File: src/rtl/commit_arbiter.sv
// Commit arbiter: round-robin selection among execute-unit commit sources into a
// single registered writeback slot. A non-eop beat locks the grant to its source
// until that source sends its eop beat.
// Optional retired-instruction counter built only when COMMIT_PERF_COUNTERS_EN is defined.
module commit_arbiter #(
   parameter int unsigned NUM_REQS    = 4,
   parameter int unsigned NUM_THREADS = 4,
   parameter int unsigned NW_BITS     = 2,
   parameter int unsigned NR_BITS     = 6,
   parameter int unsigned UUID_BITS   = 44
) (
   input  logic                            clk_i,
   input  logic                            reset_i,
   input  logic [NUM_REQS-1:0]             in_valid_i,
   output logic [NUM_REQS-1:0]             in_ready_o,
   input  logic [NUM_REQS*UUID_BITS-1:0]   in_uuid_i,
   input  logic [NUM_REQS*NW_BITS-1:0]     in_wid_i,
   input  logic [NUM_REQS*NUM_THREADS-1:0] in_tmask_i,
   input  logic [NUM_REQS*32-1:0]          in_PC_i,
   input  logic [NUM_REQS*NR_BITS-1:0]     in_rd_i,
   input  logic [NUM_REQS-1:0]             in_wb_i,
   input  logic [NUM_REQS-1:0]             in_eop_i,
   input  logic [NUM_REQS*NUM_THREADS*32-1:0] in_data_i,
   output logic                            out_valid_o,
   output logic [UUID_BITS-1:0]            out_uuid_o,
   output logic [NW_BITS-1:0]              out_wid_o,
   output logic [NUM_THREADS-1:0]          out_tmask_o,
   output logic [31:0]                     out_PC_o,
   output logic [NR_BITS-1:0]              out_rd_o,
   output logic                            out_wb_o,
   output logic                            out_eop_o,
   output logic [NUM_THREADS*32-1:0]       out_data_o,
   input  logic                            out_ready_i,
   output logic [63:0]                     perf_commits_o
);

   localparam int unsigned IDX_W = (NUM_REQS > 1) ? $clog2(NUM_REQS) : 1;
   localparam logic [IDX_W-1:0] LAST_IDX = IDX_W'(NUM_REQS - 1);

   logic [IDX_W-1:0] ptr_q, lock_idx_q;
   logic             lock_q;
   logic             out_valid_q;
   logic [UUID_BITS-1:0]      out_uuid_q;
   logic [NW_BITS-1:0]        out_wid_q;
   logic [NUM_THREADS-1:0]    out_tmask_q;
   logic [31:0]               out_pc_q;
   logic [NR_BITS-1:0]        out_rd_q;
   logic                      out_wb_q;
   logic                      out_eop_q;
   logic [NUM_THREADS*32-1:0] out_data_q;

   logic [IDX_W-1:0] grant_idx;
   logic             grant_vld;
   logic             can_accept;
   logic             xfer;
   int unsigned      rr_idx;

   logic [UUID_BITS-1:0]      sel_uuid;
   logic [NW_BITS-1:0]        sel_wid;
   logic [NUM_THREADS-1:0]    sel_tmask;
   logic [31:0]               sel_pc;
   logic [NR_BITS-1:0]        sel_rd;
   logic                      sel_wb;
   logic                      sel_eop;
   logic                      sel_valid;
   logic [NUM_THREADS*32-1:0] sel_data;

   // Slot can take a new entry when empty or being drained this cycle.
   assign can_accept = ~out_valid_q | out_ready_i;

   // Grant: locked source if a multi-beat commit is open, else first valid at/after ptr.
   always_comb begin
      grant_idx = '0;
      grant_vld = 1'b0;
      rr_idx    = 0;
      if (lock_q) begin
         grant_idx = lock_idx_q;
         grant_vld = 1'b1;
      end else begin
         for (int unsigned i = 0; i < NUM_REQS; i++) begin
            rr_idx = (32'(ptr_q) + i) % NUM_REQS;
            if (!grant_vld && in_valid_i[rr_idx]) begin
               grant_vld = 1'b1;
               grant_idx = IDX_W'(rr_idx);
            end
         end
      end
   end

   // Mux the granted source's fields and drive the one-hot ready.
   always_comb begin
      sel_uuid   = '0;
      sel_wid    = '0;
      sel_tmask  = '0;
      sel_pc     = '0;
      sel_rd     = '0;
      sel_wb     = 1'b0;
      sel_eop    = 1'b0;
      sel_valid  = 1'b0;
      sel_data   = '0;
      in_ready_o = '0;
      for (int unsigned k = 0; k < NUM_REQS; k++) begin
         if (grant_idx == IDX_W'(k)) begin
            sel_uuid  = in_uuid_i[k*UUID_BITS +: UUID_BITS];
            sel_wid   = in_wid_i[k*NW_BITS +: NW_BITS];
            sel_tmask = in_tmask_i[k*NUM_THREADS +: NUM_THREADS];
            sel_pc    = in_PC_i[k*32 +: 32];
            sel_rd    = in_rd_i[k*NR_BITS +: NR_BITS];
            sel_wb    = in_wb_i[k];
            sel_eop   = in_eop_i[k];
            sel_valid = in_valid_i[k];
            sel_data  = in_data_i[k*NUM_THREADS*32 +: NUM_THREADS*32];
            in_ready_o[k] = grant_vld & can_accept & ~reset_i;
         end
      end
   end

   assign xfer = grant_vld & sel_valid & can_accept & ~reset_i;

   // Control state: slot occupancy, round-robin pointer and multi-beat lock.
   always_ff @(posedge clk_i) begin
      if (reset_i) begin
         out_valid_q <= 1'b0;
         ptr_q       <= '0;
         lock_q      <= 1'b0;
         lock_idx_q  <= '0;
      end else if (xfer) begin
         out_valid_q <= 1'b1;
         if (sel_eop) begin
            ptr_q  <= (grant_idx == LAST_IDX) ? '0 : grant_idx + 1'b1;
            lock_q <= 1'b0;
         end else begin
            lock_q     <= 1'b1;
            lock_idx_q <= grant_idx;
         end
      end else if (out_ready_i) begin
         out_valid_q <= 1'b0;
      end
   end

   // Payload register; contents are don't-care while the slot is empty.
   always_ff @(posedge clk_i) begin
      if (xfer) begin
         out_uuid_q  <= sel_uuid;
         out_wid_q   <= sel_wid;
         out_tmask_q <= sel_tmask;
         out_pc_q    <= sel_pc;
         out_rd_q    <= sel_rd;
         out_wb_q    <= sel_wb;
         out_eop_q   <= sel_eop;
         out_data_q  <= sel_data;
      end
   end

   assign out_valid_o = out_valid_q;
   assign out_uuid_o  = out_uuid_q;
   assign out_wid_o   = out_wid_q;
   assign out_tmask_o = out_tmask_q;
   assign out_PC_o    = out_pc_q;
   assign out_rd_o    = out_rd_q;
   assign out_wb_o    = out_wb_q;
   assign out_eop_o   = out_eop_q;
   assign out_data_o  = out_data_q;

`ifdef COMMIT_PERF_COUNTERS_EN
   logic [63:0] perf_q, perf_d;

   assign perf_d = (out_valid_q && out_ready_i && out_eop_q) ? perf_q + 64'd1 : perf_q;

   // Count retired instructions (eop beats leaving the slot).
   always_ff @(posedge clk_i) begin
      if (reset_i) begin
         perf_q <= '0;
      end else begin
         perf_q <= perf_d;
      end
   end

   assign perf_commits_o = perf_q;
`else
   assign perf_commits_o = '0;
`endif

endmodule

File: config.mk
export PLATFORM = sky130hd
export DESIGN_NAME = commit_arbiter
export DESIGN_NICKNAME = d
export VERILOG_FILES = /design/src/rtl/commit_arbiter.sv
export SDC_FILE = /design/constraint.sdc
export NUM_CORES = 1
export LEC_CHECK = 0
export BUFFER_PORTS_ARGS = -buffer_cell sky130_fd_sc_hd__clkbuf_2
export CAP_MARGIN = 0
export CELL_PAD_IN_SITES_DETAIL_PLACEMENT = 1
export CELL_PAD_IN_SITES_GLOBAL_PLACEMENT = 1
export CORE_AREA = 2 2 454 456
export DETAILED_ROUTE_END_ITERATION = 10
export DIE_AREA = 0 0 456 458
export GPL_TIMING_DRIVEN = 1
export PLACE_DENSITY = 0.3
export RECOVER_POWER = 50
export SYNTH_ARGS = -nofsm -noshare
export SYNTH_HDL_FRONTEND = slang
export SYNTH_SLANG_ARGS = --single-unit
File: constraint.sdc
create_clock -name clk_i -period 18.21 [get_ports clk_i]
set_input_delay 1.821 -clock clk_i [delete_from_list [all_inputs] [get_ports clk_i]]
set_output_delay 1.821 -clock clk_i [all_outputs]
set_load 0.05 [all_outputs]
; Yosys cells after proc, flatten, opt, wreduce, memory -nomap -nowiden
; Index checks and enable logic that the tools add are counted.
[classes]
n_addsub = 4
mux = 65
eq_ne = 3
bitwise_logic = 9
n_lt_le_gt_ge = 4
reduce_logical = 10
mul = 0
div_mod_pow = 0
shift = 0
[op_table]
columns = operator, n
row1 = $mux W128, 4
row2 = $mux W44, 4
row3 = $mux W32, 4
row4 = $mux W1, 31
row5 = $mux W6, 4
row6 = $mux W2, 10
row7 = $mux W4, 4
row8 = $lt A2 B3 Y1 const B, 4
row9 = $bmux W1 S2, 4
row10 = $and A1 B1 Y1, 5
row11 = $add A2 B1 Y2 const B, 2
row12 = $add A2 B2 Y2 const B, 2
row13 = $eq A2 B2 Y1 const B, 2
row14 = $reduce_and A2 Y1, 2
row15 = $logic_and A1 B1 Y1, 3
row16 = $logic_not A1 Y1, 3
row17 = $not A1 Y1, 3
row18 = $eq A2 B1 Y1 const B, 1
row19 = $logic_not A2 Y1, 1
row20 = $reduce_bool A2 Y1, 1
row21 = $or A1 B1 Y1, 1
[totals]
romBits = 0
output_inout_bits = 287
register_bits = 224
latch_bits = 0
mem_bits_rw = 0
input_bits = 879
n_memories = 0
word_cells = 107

; Logic depth before layout (Yosys ltp)
; Gate-level depths: netlist of run 1.
[logic_depth]
word_depth = 25
depth_mapped = 15

; Worst setup path before layout of run 1
; OpenSTA, ideal clock, no wires.
[synth_path]
kind = input-to-reg
start = in in_valid_i[2]
end = reg out_pc_q[0], in the netlist out_PC_o[0] (enable)
t_required_ns = 17.408
setup_slack_ns = 5.063
arrival_time_ns = 12.345
n_path_buf = 1
path_stages = 10
path_cell_list = inv_1 > o221ai_1 > a221oi_1 > a21oi_1 > inv_1 > ha_1 > buf_6 > nand3b_1 > a221o_1 > nor2_1
[synth_between]
elab_chain_cells = 24
word_cells_on_any_way = 38
[synth_rtl]
columns = element, line
row1 = "start, declared", 14  ; input logic [NUM_REQS-1:0] in_valid_i,
row2 = $bmux W1 S2, 82  ; if (!grant_vld && in_valid_i[rr_idx]) begin
row3 = $mux W1 (not written as such), 82
row4 = $mux W1, 82
row5 = $mux W1, 76  ; if (lock_q) begin
row6 = $logic_not A1 Y1, 82
row7 = $logic_and A1 B1 Y1, 82
row8 = $mux W1, 82
row9 = $mux W1, 76
row10 = (+6 left out), n/a
row11 = $mux W2 (*), 82
row12 = $mux W2 (*), 76
row13 = named net grant_idx[0], 52  ; logic [IDX_W-1:0] grant_idx;
row14 = $logic_not A2 Y1, 103  ; if (grant_idx == IDX_W'(k)) begin
row15 = $mux W1 (3 in series), 103
row16 = $mux W1 (*), 103
row17 = $and A1 B1 Y1 (*) (3 in series), 118  ; assign xfer = grant_vld & sel_valid & can_accept & ~reset_i;
row18 = named net xfer, 55  ; logic xfer;
row19 = "end signal, assigned", 147  ; out_pc_q <= sel_pc;
row20 = "end, declared", 46  ; logic [31:0] out_pc_q;
; Mark *: on every way through the listed nets, which the timed path passes. The rest lies on a longest branch. The select of a mux whose other input is x is not followed.
; A chain may end at the register's enable or synchronous reset.

; Worst setup path in the final report of run 1
[layout_path]
start = in in_valid_i[0]
end = reg out_pc_q[20], in the netlist out_PC_o[20] (enable)
; Same word-level chain as after synthesis.

==> results list, run 1 <==
* Status: complete, but fails checks
- The checks that failed: max-capacitance violations, max-slew violations.
* Final number of hold-violating endpoints: 0
- Type of destination of the critical path: flip-flop
- HPWL after DPL: around 100 mm
- Final max-slew violation count: 180
* Logic pwr share: between 40% and 50%
* Worst Path Max Fanout: 61
- Clock-pin slew on the worst setup and hold paths: approximately 0.060 ns
- Fillers: between 20000 and 25000
* DRT antenna net count: 0
- Starting Density: around 6.6%
- between 1000 and 1500 I/O pins were placed.
- Global routing finished with a remaining overflow of 0.
- Path type of the worst min-delay path: reg2reg
- In this run the number of H-tree levels came out at 2.
* Parity-gate share of the synthesized area counting xor and xnor cells: 0%
- At the worst endpoint, the arrival time is around 10 ns.
* Horizontal die dimension: between 400 and 500 microns
- The final layout contains ~3500 nets.
* Critical Path Source Type: input pin
- The floorplan step defined a die boundary enclosing 209000 sq um.
- Proportion of register bits with asynchronous set or reset after synthesis: 0%
* Dominant combinational cell family by area after synthesis: compound AO/OA/AOI/OAI gates
- Static timing analysis puts the maximum clock frequency at 0.103 GHz.
* DR WL/cell: 22.8 microns
- Across all register-to-register paths, the minimum setup slack is slightly above 9 ns.
- Ys flop type: sky130_fd_sc_hd__edfxtp_1
- After detailed routing, the number of remaining DRC violations is 0.
* Layout Area Growth over Synthesis: 69.1%
- Simple-gate area share of the yosys netlist: about an eighth
- In this run, the clock network consumes 25.8% of the power.
- Port buffering added 1101 buffers.
* Count of clock tree sinks: approximately 220
- Summing the areas of all fa, ha and maj instances in the mapped netlist gives 0.370% of the synthesized area.
* Hold Path Cell Cnt: 2
- The critical path is of the in2reg type.
- Routed vias/inst: slightly above 3
* Sequential fraction of design power: between 20% and 30%
- The initial antenna violation count came to 22.
- The worst-case IR drop observed on VDD is roughly 0.00006 V.
* Fraction of the cycle the final worst path needs: between 50% and 60%
- Final Wtd Congestion: approximately 0.82
* Worst-case clock skew: roughly 0.038 ns
* Height of the chip: approximately 460 microns
- Sw power: 1.55 mW
- Ratio of total power to cell area: 137 nW/um^2
- Final Total Pwr: ~3.1 mW
- After clock tree synthesis, the repair step resized 0 gates.
- Router iterations before antenna repair: 5
- Number of synthesized flops with an enable pin: between 200 and 250
* Number of standard cells after synthesis: between 1500 and 2000
* Per-instance average area after synthesis: between 8 and 9 sq um
- The first global-routing pass estimated ~160 mm of wire.
* CTS tree: built
- Complex-gate fraction of the synthesized area: roughly 29%
- For the worst setup path, the data required time is 18.48 ns.
- Startpoint of the tightest hold check path: lock_idx_q[1]$_SDFFE_PP0P_
* Post-synthesis mux area share: less than 1%
- Lkg Pwr: about 9.0 nW
- The post-route netlist has 36.5% of its cells at a drive strength greater than 1.
- Setup violations remaining at the end of the flow were counted as 0.
- Vias post-DR: 16200
- Portion of the post-synthesis area used by sequential elements: between 40% and 50%
- Largest buffer count on any clock path: 3
- Vias in the first global route: 17100
- Synthesized cell area: between 10000 and 15000 sq um
- For hold timing, the worst endpoint is lock_idx_q[1]$_SDFFE_PP0P_.
- Max-slew headroom at the worst pin: -138%
- Worst-Skew Late Latency: approximately 0.65 ns
* Cell internal power dissipation: 1.58 mW
* Final critical delay including setup and external delays: approximately 9.7 ns
- The worst register-to-register path has a depth of 12.
- Net switching is just under 50% of the power.
- Number of warnings printed during yosys synthesis: 0
* TNS Setup: 0 ns
- Post-route core utilization: 11.2%
- Clock tree root driver cell: sky130_fd_sc_hd__clkbuf_16
- Maximum number of pins on one net before global-route repair: approximately 110
- After synthesis the netlist holds a flip-flop and latch count of ~220.
- Reg2Reg Capture Point: out_PC_o[20]$_DFFE_PP_
- The first routing iteration left 953 violations.
- Origin of the critical flop-to-flop path: ptr_q[0]$_SDFFE_PP0P_
* Slew at the pin closest to its max-slew limit: ~3.6 ns
- The number of hold buffers added after CTS was 0.
- Max-Cap Viols: 4
- The final layout contains routed wiring with a total length of around 120 mm.
* TritonCTS Buffers: 40
- The netlist uses 36 different library cells.
* RSZ-0062 raised after global routing: no
- Overall track demand over capacity in global routing: about 11%
- Core area: roughly 200000 sq um
* Number of rows in the core area: 166
* Number of buffers inserted by post-CTS setup repair: 0
## cells in the final DEF, fill, tap and decap left out, types with 2 or more instances in the layout
master                      count
sky130_fd_sc_hd__clkbuf_2     881
sky130_fd_sc_hd__clkbuf_1     235
sky130_fd_sc_hd__nand2_1      222
sky130_fd_sc_hd__a21oi_1      222
sky130_fd_sc_hd__nor2_1       221
sky130_fd_sc_hd__edfxtp_1     218
sky130_fd_sc_hd__a22oi_1      216
sky130_fd_sc_hd__o21ai_1      117
sky130_fd_sc_hd__o21ai_0      101
sky130_fd_sc_hd__conb_1        64
sky130_fd_sc_hd__clkbuf_16     40
sky130_fd_sc_hd__buf_4         21
sky130_fd_sc_hd__diode_2       12
sky130_fd_sc_hd__inv_1          8
sky130_fd_sc_hd__clkinv_1       8
sky130_fd_sc_hd__a211oi_1       6
sky130_fd_sc_hd__dfxtp_1        6
sky130_fd_sc_hd__and2_1         4
sky130_fd_sc_hd__bufinv_16      4
sky130_fd_sc_hd__nor2b_1        3
sky130_fd_sc_hd__nand3b_1       3
sky130_fd_sc_hd__clkbuf_8       3
sky130_fd_sc_hd__nor3_1         2
sky130_fd_sc_hd__nor3b_1        2
sky130_fd_sc_hd__ha_4           2
sky130_fd_sc_hd__ha_1           2
sky130_fd_sc_hd__clkinv_16      2
sky130_fd_sc_hd__clkinv_2       2
## power by group through the flow
| stage | registers (mW) | logic (mW) | clock network (mW) |
|---|---|---|---|
| after detailed placement | 0.853 | 1.57 | 0 |
| after global placement | 0.855 | 1.56 | 0 |
| after floorplan | 1.21 | 0.581 | 0 |
| after CTS | 0.846 | 1.57 | 0.865 |
| final | 0.844 | 1.48 | 0.810 |
| after global routing | 0.857 | 1.63 | 0.873 |
## cells by family after synthesis
group	after synthesis
other cells	1
simple gates	462
fa+ha+maj	4
compound gates	670
flops	224
buf+inv	220
mux	1
## worst max-delay path by stage
stage / from / endpoint / slack (ns) / depth (start not counted)
5_1_grt: in_valid_i[0] / out_data_o[85]$_DFFE_PP_ / 7.78 / 13
3_5_place_dp: in_valid_i[2] / out_data_o[125]$_DFFE_PP_ / 10.99 / 13
2_1_floorplan: in_valid_i[2] / out_PC_o[0]$_DFFE_PP_ / 5.06 / 10
3_3_place_gp: in_valid_i[2] / out_data_o[125]$_DFFE_PP_ / 11.11 / 13
4_1_cts: in_valid_i[2] / in_ready_o[3] / 11.33 / 10
6_report: in_valid_i[0] / out_PC_o[20]$_DFFE_PP_ / 8.49 / 13
## per-layer routing
layer  global-route usage (%)  wire, microns
met5                        0             34
met4                     2.55           1950
met3                     3.33           8490
met2                     20.0          62600
met1                     12.8          48700
## area by class of cell
class                           instances  area [sq um]  share of cell area (%)
Tap cell                             2688          3360                    14.7
Clock buffer                           56          1090                    4.77
Inverter                                8          30.0                   0.131
Timing Repair Buffer                 1125          5420                    23.7
Sequential cell                       224          6670                    29.1
Multi-Input combinational cell       1201          6060                    26.5
Antenna cell                           12          30.0                   0.131
Clock inverter                         17           236                    1.03
## synth_stat cells, types with 2 or more instances
library cell / instances / area, sq um
sky130_fd_sc_hd__a21oi_1: 222 / 1110
sky130_fd_sc_hd__nand2_1: 222 / 833
sky130_fd_sc_hd__nor2_1: 222 / 833
sky130_fd_sc_hd__edfxtp_1: 218 / 6550
sky130_fd_sc_hd__a22oi_1: 216 / 1620
sky130_fd_sc_hd__clkbuf_1: 119 / 447
sky130_fd_sc_hd__o21ai_1: 118 / 591
sky130_fd_sc_hd__o21ai_0: 100 / 500
sky130_fd_sc_hd__buf_4: 64 / 480
sky130_fd_sc_hd__buf_1: 26 / 97.6
sky130_fd_sc_hd__inv_1: 8 / 30.0
sky130_fd_sc_hd__dfxtp_1: 6 / 120
sky130_fd_sc_hd__a211oi_1: 5 / 37.5
sky130_fd_sc_hd__and2_1: 4 / 25.0
sky130_fd_sc_hd__ha_1: 4 / 50.1
sky130_fd_sc_hd__nand3b_1: 3 / 22.5
sky130_fd_sc_hd__nor2b_1: 3 / 18.8
sky130_fd_sc_hd__buf_2: 2 / 10.0
sky130_fd_sc_hd__nor3_1: 2 / 10.0
sky130_fd_sc_hd__nor3b_1: 2 / 15.0
## registers in the layout (all words and copies together), names as in the netlist
| register | flops |
|---|---|
| out_data_o | 128 |
| lock_q | 1 |
| out_rd_o | 6 |
| out_wid_o | 2 |
| out_tmask_o | 4 |
| out_valid_o | 1 |
| out_uuid_o | 44 |
| ptr_q | 2 |
| out_eop_o | 1 |
| lock_idx_q | 2 |
| out_wb_o | 1 |
| out_PC_o | 32 |
## critical path, cell delays in order
cell and delay (ns):
sky130_fd_sc_hd__clkbuf_1 0.15, sky130_fd_sc_hd__nand2b_1 0.13, sky130_fd_sc_hd__o211ai_1 0.10, sky130_fd_sc_hd__a221oi_1 0.41, sky130_fd_sc_hd__a21oi_1 0.20, sky130_fd_sc_hd__inv_1 0.19, sky130_fd_sc_hd__ha_1 2.09, sky130_fd_sc_hd__a211oi_1 0.24
sky130_fd_sc_hd__a221o_1 0.54, sky130_fd_sc_hd__nor2_4 0.13, sky130_fd_sc_hd__clkbuf_1 2.28, sky130_fd_sc_hd__buf_4 0.78, sky130_fd_sc_hd__buf_4 0.76
## stage by stage
stage	setup slack (ns)	hold WS, ns	instance area (sq um)	cells
global route	7.78	0.544	22900	5325
CTS	11.33	0.502	23200	5319
global placement	11.11	0.507	21800	5246
floorplan	5.06	0.478	13800	1645
finish	8.49	0.501	22900	5331
detailed placement	10.99	0.495	21800	5246
No activity file was read; power rests on OpenSTA's default activity.
==> run 2, diff against run 1 <==
ABC_AREA = 1   (was default)
CORE_AREA = 2 2 460 462   (was 2 2 454 456)
DIE_AREA = 0 0 462 464   (was 0 0 456 458)
clock period = 8.7 ns   (was 18.21 ns; I/O delays follow)
==> run 2 against run 1 <==
The run still ends with max-capacitance violations, max-slew violations left. Clock skew shrank 0.0083 ns. Total power rose to 4.9 times the previous value. Combinational power rose to 7.2 times the previous value. Die area up 2.6%. Sequential share of layout area hardly changed. Synthesized area is 0.45% higher. Critical path depth rose by 3. Setup slack worse by 5.8 ns. Core utilization decreased by 0.28 points. Synthesized cell count shrank 9.9%. Register-to-register slack lost 6.6 ns. Largest power group unchanged.
==> results list, run 2 <==
* Vias in the first global route: 17800 (+3.9%)
- The total clock buffers created by CTS came to 40 (unchanged).
- STA classifies the critical path startpoint as a flip-flop.
- The critical path arrival came to 5.15 ns (-4.83 ns).
* RSZ-0062 raised after global routing: no
* Worst Path Max Fanout: 42 (-31%)
- Portion of the post-synthesis area used by sequential elements: 49.0% (-0.22 points)
* Path type of the worst min-delay path: in2reg
- The die height is 464 microns (+1.3%).
- Ys flop type: sky130_fd_sc_hd__edfxtp_1
- The average wire per standard cell came to 27.5 microns (+21%).
- The area of the core came to 209000 sq um (+2.6%).
- Routed vias/inst: 3.19 (+4.9%)
- Category of the critical setup timing path: reg2out
* Worst-Skew Late Latency: 0.63 ns (-0.02 ns)
* Number of flip-flops under the largest register name: 128 (unchanged)
- The HPWL after detailed placement came to 121 mm (+20%).
- The highest cell delay on the worst timing path is 1.54 ns (-0.74 ns).
* Portion of synthesized cell area occupied by the leading cell type: 48.1% (-0.22 points)
* Wire length of the first global-routing pass: 183 mm (+16%)
- Max-slew headroom at the worst pin: -39.0% (+99 points)
- Total wirelength of the detailed-routed design: 146 mm (+20%)
- The share of layout cells above drive strength 1 is 39.4% (+2.9 points).
- The area growth from synthesis to layout is 68.6%.
* Post-route core utilization: 11.0% (-0.28 points)
* Largest buffer count on any clock path: 3 (unchanged)
- The number of buffers inserted by hold repair at cts was 0 (unchanged).
* CTS tree: built
- The register bit total from synthesis came to 224 (unchanged).
- Failing checks: max-capacitance violations, max-slew violations
- The first-pass detailed-route iteration total came to 6 (+1).
- I/O pins: 1166 (unchanged)
- CTS H-tree depth: 2 (unchanged)
- Final number of hold-violating endpoints: 0 (unchanged)
* Number of warnings printed during yosys synthesis: 0 (unchanged)
- Final critical delay including setup and external delays: 6.02 ns
* Count of clock tree sinks: 224 (unchanged)
- Cell internal power dissipation: 6.12 mW (+290%)
- Final Total Pwr: 15.2 mW (+390%)
* Most area-consuming cells after synthesis: sky130_fd_sc_hd__edfxtp_1 (48%), sky130_fd_sc_hd__a221oi_1 (14%), sky130_fd_sc_hd__o31ai_1 (12%), sky130_fd_sc_hd__nand2_1 (7.1%), sky130_fd_sc_hd__nor2_1 (6.2%)
- Logic pwr share: 69.6% (+22 points)
* Overall track demand over capacity in global routing: 12.9% (+1.8 points)
* Ratio of total power to cell area: 665 nW/um^2 (+390%)
- Number of buffers inserted by post-CTS setup repair: 0 (unchanged)
* Sw power: 9.12 mW (+490%)
* Proportion of register bits with asynchronous set or reset after synthesis: 0% (unchanged)
- The actual slew at the worst max-slew pin is 2.08 ns (-1.48 ns).
- Status: complete, but fails checks
* Maximum number of pins on one net before global-route repair: 139 (+32%)
- The fraction of power consumed by the clock network is 10.6% (-15 points).
- The count of routing violations after the opening detailed-route iteration is 939 (-1.5%).
- The cell row count was 168 (+1.2%).
- The die area came to 214000 sq um (+2.6%).
- The root buffer cell chosen for the clock tree is sky130_fd_sc_hd__clkbuf_16.
- Sequential fraction of design power: 19.8% (-7.1 points)
* Clock-pin slew on the worst setup and hold paths: 0.05 ns (about the same)
- The number of vias after detailed routing was 16900 (+4.0%).
- Final max-slew violation count: 86 (-52%)
* Worst-case clock skew: 0.0300 ns (-0.00827 ns)
- The maximum resistive drop on vdd was 0.000423 V (+600%).
* Type of destination of the critical path: primary output
- The number of instances resized during post-cts repair was 0 (unchanged).
- The initial antenna violation count was 62 (+180%).
- The number of buffer and inverter instances along the worst setup path was 5 (unchanged).
- Finish-stage setup viols: 0 (unchanged)
- Cells along the critical path: clkinvlp_2, nand2_2, nand2_1, nand2_2, nand2_1, inv_1, nand2_1, nand2_1, nand2_1, nand3_1, nand2_1, inv_1, ha_1, inv_1, nor2_1, clkbuf_2
- Synthesized cell area: 13600 sq um (+0.45%)
- Leaving out fill and tap cells, the most frequent cell in the layout is sky130_fd_sc_hd__clkbuf_2.
* Most Frequent Cell on Critical Path: sky130_fd_sc_hd__nand2_1
- sky130_fd_sc_hd__nand2_1 is the most common cell in the netlist.
- Maximum clock frequency: 0.166 GHz
- TNS Setup: 0 ns (unchanged)
- Horizontal die dimension: 462 microns (+1.3%)
- Leaving out fill and tap cells, the most frequent cells in the layout are sky130_fd_sc_hd__clkbuf_2 (881), sky130_fd_sc_hd__nand2_1 (260), sky130_fd_sc_hd__clkbuf_1 (230).
- Top cell family by delay on the critical path: adder cells
* Residual overflow from global routing: 0 (unchanged)
- Of the available clock period, the critical path in the final layout requires between 60% and 70%.
- The slowest stage of the critical path belongs to the cell sky130_fd_sc_hd__ha_1.
* Per-instance average area after synthesis: 9.54 sq um (+12%)
- The count of nets after finishing is 3329 (-4.4%).
- The count of cell types in the netlist was 30 (-17%).
- The fraction of power spent switching nets came to 59.8% (+10 points).
- The count of nets left with antenna violations after detail routing came to 0 (unchanged).
- CP Data Required Time: 7.83 ns (-10.65 ns)
* Lkg Pwr: 8.67 nW (-3.5%)
- The initial cell density of the core was 6.50% (-0.14 points).
- The number of enable-type register cells in the synthesized netlist came to 218 (unchanged).
* Number of standard cells after synthesis: 1425 (-9.9%)
- # DRC: 0 (unchanged)
- The number of buffers added on ports came to 1101 (unchanged).
* Final Wtd Congestion: 0.842 (+3.3%)
- Largest area contributor in the netlist: sky130_fd_sc_hd__edfxtp_1
* Synth cell count leaders: sky130_fd_sc_hd__nand2_1 (258), sky130_fd_sc_hd__nor2_1 (226), sky130_fd_sc_hd__edfxtp_1 (218)
- The number of max-cap violations was 2 (-2).
[run 2: area by class of cell]
class,instances,area [sq um]
timing repair buffer,1125,5480
clock inverter,20,180
multi-input combinational,1026,5900
fill,25100,186000
antenna,12,30.0
inverter,29,133
sequential,224,6670
tap,2805,3510
clock buffer,47,1030
[run 2: stage by stage]
step / instance area, sq um / hold slack (ns) / cells / setup slack, ns
6_report: 22900 / 0.524 / 5288 / 2.68
5_1_grt: 22900 / 0.468 / 5280 / 1.93
2_1_floorplan: 13800 / 0.501 / 1488 / 1.57
4_1_cts: 23200 / 0.433 / 5276 / 3.82
3_3_place_gp: 22000 / 0.536 / 5209 / 3.51
3_5_place_dp: 22000 / 0.537 / 5209 / 3.50
[run 2: routing by layer]
metal | vias to the layer above | share of wire, % | track usage [%]
met5 | - | 0.30 | 0
met4 | 66 | 1.6 | 2.44
met3 | 162 | 12 | 6.57
met2 | 928 | 46 | 21.2
met1 | 8295 | 40 | 14.9
li1 | 7405 | - | -
[run 2: power by group through the flow]
stage	clock [mW]	combinational (mW)	sequential, mW
2_1_floorplan	0	4.99	4.96
3_3_place_gp	0	11.1	3.09
3_5_place_dp	0	11.2	3.07
4_1_cts	1.72	11.2	3.08
5_1_grt	1.75	11.5	3.11
6_report	1.62	10.6	3.03
[run 2: logic make-up after synthesis]
family	synth area share [%]
other	0.0276
and+or+nand+nor	14.8
AOI/OAI and AO/OA	26.4
DFF	49.0
buffers and inverters	9.41
adders and majority gates	0.368
[run 2: final timing paths]
path | from | endpoint | slack [ns] | depth (start not counted)
hold / removal | reset_i | out_valid_o$_SDFFE_PP0P_ | 0.52 | 2
hold reg to reg | lock_idx_q[1]$_SDFFE_PP0P_ | lock_idx_q[1]$_SDFFE_PP0P_ | 0.54 | 4
setup / recovery | ptr_q[0]$_SDFFE_PP0P_ | in_ready_o[3] | 2.68 | 16
setup reg to reg | ptr_q[0]$_SDFFE_PP0P_ | out_data_o[124]$_DFFE_PP_ | 2.71 | 19
